$ cat config.mk
export PLATFORM = sky130hd
export DESIGN_NAME = ws2812_decoder
export DESIGN_NICKNAME = d
export VERILOG_FILES = /design/src/rtl/ws2812_decoder.sv
export SDC_FILE = /design/constraint.sdc
export NUM_CORES = 1
export LEC_CHECK = 0
export BUFFER_PORTS_ARGS = -buffer_cell sky130_fd_sc_hd__buf_2
export CAP_MARGIN = 10
export CELL_PAD_IN_SITES_DETAIL_PLACEMENT = 0
export CELL_PAD_IN_SITES_GLOBAL_PLACEMENT = 1
export CORE_ASPECT_RATIO = 0.9
export CORE_UTILIZATION = 30
export CTS_CLUSTER_SIZE = 20
export DETAILED_ROUTE_END_ITERATION = 16
export GPL_TIMING_DRIVEN = 0
export HOLD_SLACK_MARGIN = 0.02
export PLACE_DENSITY_LB_ADDON = 0.1
export SYNTH_ARGS = -nofsm -noshare
export SYNTH_HDL_FRONTEND = slang
export SYNTH_SLANG_ARGS = --single-unit
$ cat constraint.sdc
create_clock -name i_clk -period 4.7 [get_ports i_clk]
set_input_delay 0.235 -clock i_clk [delete_from_list [all_inputs] [get_ports i_clk]]
set_output_delay 0.235 -clock i_clk [all_outputs]
set_load 0.1 [all_outputs]
$ cat src/rtl/ws2812_decoder.sv
// WS2812 receive decoder: times high pulses and low gaps on a synchronised line,
// assembles 24-bit GRB words and reports frame ends and protocol errors.
// Optional WS2812_DECODER_GLITCH_FILTER_EN inserts a 3-sample majority filter on the line.
module ws2812_decoder #(
  parameter int CNT_WIDTH         = 13,
  parameter int MIN_HIGH_CYCLES   = 10,
  parameter int BIT_THRESH_CYCLES = 60,
  parameter int MAX_HIGH_CYCLES   = 120,
  parameter int RESET_CYCLES      = 5000
) (
  input  logic        i_clk,
  input  logic        i_reset_n,
  input  logic        i_signal,
  output logic [23:0] o_pixel_data,
  output logic        o_pixel_valid,
  input  logic        i_pixel_ready,
  output logic        o_frame_end,
  output logic        o_bit_error,
  output logic        o_overflow
);

  typedef enum logic [1:0] {
    S_SYNC = 2'd0,
    S_IDLE = 2'd1,
    S_HIGH = 2'd2,
    S_LOW  = 2'd3
  } state_t;

  // Whole control state in one struct so the FSM, counters and partial word can be probed together.
  typedef struct packed {
    state_t                 state;
    logic [CNT_WIDTH-1:0]   cnt;
    logic [4:0]             bit_cnt;
    logic [23:0]            shreg;
  } ctrl_t;

  localparam logic [CNT_WIDTH-1:0] CNT_MAX  = '1;
  localparam logic [CNT_WIDTH-1:0] CNT_ONE  = CNT_WIDTH'(1);
  localparam logic [CNT_WIDTH-1:0] MIN_C    = CNT_WIDTH'(MIN_HIGH_CYCLES);
  localparam logic [CNT_WIDTH-1:0] THRESH_C = CNT_WIDTH'(BIT_THRESH_CYCLES);
  localparam logic [CNT_WIDTH-1:0] MAX_C    = CNT_WIDTH'(MAX_HIGH_CYCLES);
  localparam logic [CNT_WIDTH-1:0] RESET_C  = CNT_WIDTH'(RESET_CYCLES);

  logic line;

`ifdef WS2812_DECODER_GLITCH_FILTER_EN
  logic [2:0] taps;

  always_ff @(posedge i_clk or negedge i_reset_n) begin
    if (!i_reset_n) begin
      taps <= '0;
    end else begin
      taps <= {taps[1:0], i_signal};
    end
  end

  assign line = (taps[0] & taps[1]) | (taps[1] & taps[2]) | (taps[0] & taps[2]);
`else
  assign line = i_signal;
`endif

  ctrl_t                cur;
  ctrl_t                nxt;
  logic [CNT_WIDTH-1:0] cnt_inc;
  logic                 shift_en;
  logic                 shift_bit;
  logic                 err_d;
  logic                 fe_d;
  logic                 pixel_done;
  logic [23:0]          word;

  assign cnt_inc = (cur.cnt == CNT_MAX) ? cur.cnt : cur.cnt + 1'b1;

  always_comb begin
    nxt       = cur;
    shift_en  = 1'b0;
    shift_bit = 1'b0;
    err_d     = 1'b0;
    fe_d      = 1'b0;

    case (cur.state)
      S_SYNC: begin
        if (line) begin
          nxt.cnt = '0;
        end else if (cnt_inc >= RESET_C) begin
          nxt.state = S_IDLE;
          nxt.cnt   = '0;
        end else begin
          nxt.cnt = cnt_inc;
        end
      end

      S_IDLE: begin
        if (line) begin
          nxt.state = S_HIGH;
          nxt.cnt   = CNT_ONE;
        end
      end

      S_HIGH: begin
        if (line) begin
          if (cnt_inc > MAX_C) begin
            err_d       = 1'b1;
            nxt.state   = S_SYNC;
            nxt.cnt     = '0;
            nxt.bit_cnt = '0;
            nxt.shreg   = '0;
          end else begin
            nxt.cnt = cnt_inc;
          end
        end else begin
          // Falling edge: the count holds the full high width.
          if (cur.cnt < MIN_C) begin
            err_d = 1'b1;
          end else begin
            shift_en  = 1'b1;
            shift_bit = (cur.cnt > THRESH_C);
          end
          nxt.state = S_LOW;
          nxt.cnt   = CNT_ONE;
        end
      end

      S_LOW: begin
        if (line) begin
          nxt.state = S_HIGH;
          nxt.cnt   = CNT_ONE;
        end else if (cnt_inc >= RESET_C) begin
          fe_d      = 1'b1;
          nxt.state = S_IDLE;
          nxt.cnt   = '0;
          if (cur.bit_cnt != 5'd0) begin
            err_d       = 1'b1;
            nxt.bit_cnt = '0;
            nxt.shreg   = '0;
          end
        end else begin
          nxt.cnt = cnt_inc;
        end
      end

      default: begin
        nxt.state   = S_SYNC;
        nxt.cnt     = '0;
        nxt.bit_cnt = '0;
        nxt.shreg   = '0;
      end
    endcase

    if (shift_en) begin
      nxt.shreg = {cur.shreg[22:0], shift_bit};
      if (cur.bit_cnt == 5'd23) begin
        nxt.bit_cnt = '0;
      end else begin
        nxt.bit_cnt = cur.bit_cnt + 5'd1;
      end
    end
  end

  assign pixel_done = shift_en && (cur.bit_cnt == 5'd23);
  assign word       = {cur.shreg[22:0], shift_bit};

  always_ff @(posedge i_clk or negedge i_reset_n) begin
    if (!i_reset_n) begin
      cur.state   <= S_SYNC;
      cur.cnt     <= '0;
      cur.bit_cnt <= '0;
      cur.shreg   <= '0;
    end else begin
      cur <= nxt;
    end
  end

  // Pixel handshake: o_pixel_data/o_pixel_valid hold until valid && ready at a clock
  // edge; a pixel completing on that same edge replaces the accepted one, while a
  // pixel completing against a stalled consumer is dropped and flagged in o_overflow.
  always_ff @(posedge i_clk or negedge i_reset_n) begin
    if (!i_reset_n) begin
      o_pixel_data  <= '0;
      o_pixel_valid <= 1'b0;
      o_frame_end   <= 1'b0;
      o_bit_error   <= 1'b0;
      o_overflow    <= 1'b0;
    end else begin
      o_frame_end <= fe_d;
      o_bit_error <= err_d;
      if (pixel_done && (!o_pixel_valid || i_pixel_ready)) begin
        o_pixel_data  <= word;
        o_pixel_valid <= 1'b1;
      end else if (pixel_done) begin
        o_overflow <= 1'b1;
      end else if (o_pixel_valid && i_pixel_ready) begin
        o_pixel_valid <= 1'b0;
      end
    end
  end

endmodule
**Word level (Yosys, flattened, before mapping)**

Index checks and enable logic that the tools add are counted.

- Register bits: 71
- Bits of input ports: 4
- Output and inout bits: 28

- Add/sub/neg operators: 2
- Magnitude comparators: 4
- Equal/unequal tests: 14
- Multiplexer cells: 38
- Bitwise operators: 1
- Reduce and logical (&&, ||, !) cells: 13

Operators by type and width:

| kind | number |
|---|---|
| $mux W29 | 6 |
| $pmux W15 S4 | 1 |
| $pmux W29 S2 | 1 |
| $mux W13 | 4 |
| $mux W15 | 3 |
| $mux W1 | 18 |
| $ne A3 B3 Y1 const B | 6 |
| $add A13 B1 Y13 const B | 1 |
| $eq A13 B13 Y1 const B | 1 |
| $ge A13 B13 Y1 const B | 1 |
| $gt A13 B6 Y1 const B | 1 |
| $gt A13 B7 Y1 const B | 1 |
| $lt A13 B4 Y1 const B | 1 |
| $mux W2 | 3 |
| $reduce_and A6 Y1 | 1 |
| $add A5 B1 Y5 const B | 1 |
| $eq A5 B5 Y1 const B | 1 |
| $mux W5 | 1 |
| $reduce_bool A5 Y1 | 1 |
| $eq A2 B2 Y1 const B | 2 |
| $ne A2 B2 Y1 const B | 2 |
| $reduce_and A2 Y1 | 2 |
| $logic_and A1 B1 Y1 | 3 |
| $reduce_and A3 Y1 | 1 |
| other kinds (9) | 9 |

**Longest topological paths before layout**

- Depth in word-level cells: 8
- Mapped depth: 13

**Worst setup path before layout**

OpenSTA, ideal clock, no wires.

- Path kind: register to register
- Start: reg cur[30] in the netlist's numbering
- End: reg cur[18] in the netlist's numbering
- Library setup time: 0.121 ns
- Arrival: 2.928 ns
- Required time: 4.579 ns
- Setup slack: 1.651 ns
- Cell stages (with the launch flop): 13
- Path buffers: 3
- Cells stage by stage: dfrtp_1 ha_1 and4_1 buf_4 and4_4 o22ai_1 or4_4 o22ai_4 nor2_4 o32a_1 buf_6 buf_6 a22o_1

- Word-level cells in the longest chain between the ends: 6

Ends and longest elaborated chain:

| item | RTL line | text |
|---|---|---|
| start, declared | 62 | `ctrl_t cur;` |
| start signal, assigned | 170 | `cur <= nxt;` |
| parallel branches: the longest is 6 deep, another holds $add A13 B1 Y13 | - |  |

Parallel ways; which one is timed is not known.
A chain may end at the register's enable or synchronous reset.

**Worst setup path in the final report**

- Start: reg cur[30] in the netlist's numbering
- End: reg cur[40] in the netlist's numbering

- Word-level cells in the longest chain between the ends: 6

Ends and longest elaborated chain:

| item | RTL line | text |
|---|---|---|
| $add A13 B1 Y13 / $eq A13 B13 Y1 (equally long branches) | 72 | `assign cnt_inc = (cur.cnt == CNT_MAX) ? cur.cnt : cur.cnt + 1'b1;` |
| $mux W13 (*) | 72 |  |
| $ge A13 B13 Y1 / $gt A13 B7 Y1 (equally long branches) | 85, 128, 102 |  |
| $mux W13 (on tied branches) | 85, 128, 102 |  |
| $mux W15, or another cell as far along | 125 | `if (line) begin` |
| $pmux W15 S4 (*) | 81 | `case (cur.state)` |

Every way passes the cells marked *; elsewhere a longest branch is shown, timed or not.

==> metrics.md <==
| Metric | Value |
|---|---|
| Status | finished, final reports clean |
| Post-DR vias/cell | 5.24 |
| Mapped Nets | 345 |
| Placed Cells | 526 |
| Vias in the first global route | 2739 |
| Final non-filler cell total | 543 |
| Setup Fix Bufs, Post-CTS | 0 |
| First-pass iteration count of the detailed router | 4 |
| Final instance area | 4270 µm² |
| Nets@finish | 389 |
| Placer Congestion | 0.787 |
| Die extent in y | 106 µm |
| Switch share | 0.288 |
| Flop-to-flop setup slack | 780 ps |
| Dpl cell area | 3970 µm² |
| R2R Path End | cur[40] |
| PwrDens | 362 nW/µm² |
| Synth-to-layout area growth | 18.9% |
| Post-Route WL | 8870 µm |
| First-pass GRT wire length | 14800 µm |
| Post-route DRC | 0 |
| Fraction of layout cells with a size suffix above 1 | 0.245 |
| Switch Pwr | 0.445 mW |
| Port buffer count | 31 |
| Post-synth top flop | dfrtp_1 |
| Final Critical Period | 3920 ps |
| Arrival time of the worst setup path | 4140 ps |
| Clock Sinks | 71 |
| Most frequent cells in the layout | dfrtp_1, buf_2, a22o_1 |
| F_max | 0.255 GHz |
| Avg Cell Area, Syn | 10.6 µm² |
| Critical path capture point type | register |
| Async set-reset flop share out of synthesis | 1.00 |
| Syn Inst Count | 338 |
| Worst slew pin tran | 1170 ps |
| DRT iter0 DRCs | 150 |
| Worst R2R Start | cur[30] |
| Fin Setup TNS | 0 ps |
| Finished Core Util | 0.370 |
| Root Buffer | clkbuf_16 |
| WHS | 210 ps |
| Final Slew Violations | 0 |
| Top Metal Used | met4 |
| Width of the die | 117 µm |
| RSZ-0062 raised after global routing | no |
| H-tree levels | 3 |
| Core area | 11500 µm² |
| WL met1 | 4610 µm |
| Worst Path Max Fanout | 7 |
| Synthesized area | 3590 µm² |
| Number of synthesized register bits | 71 |
| Worst Setup SP | cur[30] |
| Worst Setup EP | cur[40] |
| Initial antenna violation count | 0 |
| Max VDD drop | 0.000191 V |
| Normalized max-slew margin | 0.203 |
| CTS clk-pin slew, worst paths | 60 ps |
| Fillers | 1167 |
| Vias after detailed routing | 2848 |
| Row cnt | 37 |
| Ports | 32 |
| Period utilization | 0.835 |
| Final setup fails | 0 |
| Detail Route met2 WL | 3680 µm |
| Total global routing track utilization | 0.158 |
| Lkg Pwr | 1.99 nW |
| Logic pwr share | 0.168 |
| Initial core utilization | 0.311 |
| Post-CTS Hold Buffers | 1 |
| Worst Path Required | 4920 ps |
| Post-synth EDFFs | 0 |
| Crit path launch type | register |
| Synth warn | 0 |
| Commonest non-fill, non-tap cell in the layout | dfrtp_1 |
| Worst min-delay path class | in2reg |
| Critical path class | reg2reg |
| Total gr overflow | 0 |
| Fin. Hold Viols | 0 |
| Internal Power | 1.10 mW |
| Resized cells post-CTS | 0 |
| Reg power frac | 0.416 |
| Wire per inst | 16.3 µm |
| Die Footprint | 12400 µm² |
| Yosys cell types | 62 |
| Worst skew pair latency | 330 ps |
| Longest Clk Path Bufs | 2 |
| Sequential area share after synthesis | 0.495 |
| Clock power frac | 0.415 |
| HPWL after DPL | 6240 µm |
| Post-route ant nets | 0 |
| Largest net degree at the start of global routing | 52 |
| Total CTS buffers | 9 |
| CTS tree | done |
| Worst r2r path cells | 9 |
| ANT cells | 0 |
| Routed met3 length | 455 µm |
| MaxCap Viol Count | 0 |
| Worst Skew | 3.62 ps |
[critical path: stages, from the launching register on]
cell and delay (ps):
dfrtp_1 450, ha_1 330, nand4_1 260, nor2_1 380, a31oi_1 140, a2111oi_0 990
o211ai_1 350, nor2_1 290, nor3_1 210, o41ai_1 390
[through the flow]
stage                     total power [mW]  setup slack, ps
after global routing                  1.63              409
after global placement               0.914              834
after CTS                             1.57              861
final                                 1.55              777
after floorplan                      0.832             1650
after detailed placement             0.911              882
[cell type report]
class	count	area [µm²]	share of cell area
tap	156	195	0.0458
clock inverter	4	30.0	0.00704
clock buffer	12	256	0.0601
timing repair buffer	33	195	0.0458
inverter	7	26.3	0.00616
multi-input combinational	234	1640	0.385
buffer	26	143	0.0334
sequential	71	1780	0.417
[flip-flops by register name, indices dropped and copies added (netlist names)]
register and cells:
o_pixel_data 24, cur 43, o_overflow 1, o_pixel_valid 1, o_bit_error 1, o_frame_end 1
[Yosys cell counts (3+ instances only)]
cell / n / area [µm²]
nor2_1: 18 / 67.6
inv_1: 7 / 26.3
mux2_2: 23 / 259
a21oi_1: 14 / 70.1
and2_1: 7 / 43.8
o2111ai_1: 3 / 26.3
nand2b_1: 5 / 31.3
dfrtp_1: 71 / 1780
clkbuf_1: 8 / 30.0
nor2b_1: 3 / 18.8
nand2_1: 23 / 86.3
nand4_1: 6 / 37.5
nor3_1: 12 / 60.1
buf_6: 3 / 33.8
nor4_1: 3 / 18.8
and3_1: 4 / 25.0
a211oi_1: 5 / 37.5
or3_1: 3 / 18.8
nor4b_1: 3 / 26.3
o21ai_0: 12 / 60.1
nand3_1: 8 / 40.0
a22o_1: 25 / 219
buf_2: 11 / 55.1
o31ai_1: 5 / 37.5
ha_1: 3 / 37.5
a31oi_1: 6 / 37.5
a2111oi_0: 3 / 26.3
[metal layers]
| layer | global-route usage | vias up |
|---|---|---|
| li1 | - | 1371 |
| met1 | 0.247 | 1394 |
| met2 | 0.209 | 73 |
| met3 | 0.0380 | 10 |
| met4 | 0.0488 | 0 |
| met5 | 0 | - |
[how the worst min path moves through the flow]
stage,startpoint,endpoint,depth (start not counted)
6_report,i_pixel_ready,o_pixel_valid,3
5_1_grt,i_pixel_ready,o_pixel_valid,3
4_1_cts,i_pixel_ready,o_pixel_valid,3
3_5_place_dp,i_reset_n,o_pixel_data[6],1
3_3_place_gp,o_overflow,o_overflow,1
2_1_floorplan,i_reset_n,cur[0],0
[power by group through the flow]
stage	clock (mW)	combinational, mW	sequential [mW]
floorplan	0	0.165	0.667
global placement	0	0.260	0.654
detailed placement	0	0.258	0.654
CTS	0.667	0.260	0.643
global route	0.692	0.289	0.646
finish	0.642	0.260	0.644
[kinds of logic (layout without fill, tap and decap cells)]
kind of cell	Yosys count	after routing	share of synthesized area
buf+inv	33	82	0.0471
xor+xnor	1	1	0.00244
fa+ha+maj	3	3	0.0105
simple gates	107	107	0.162
flops	71	71	0.495
compound gates	98	98	0.205
mux	25	25	0.0778
Power figures use the tool's default switching activity.
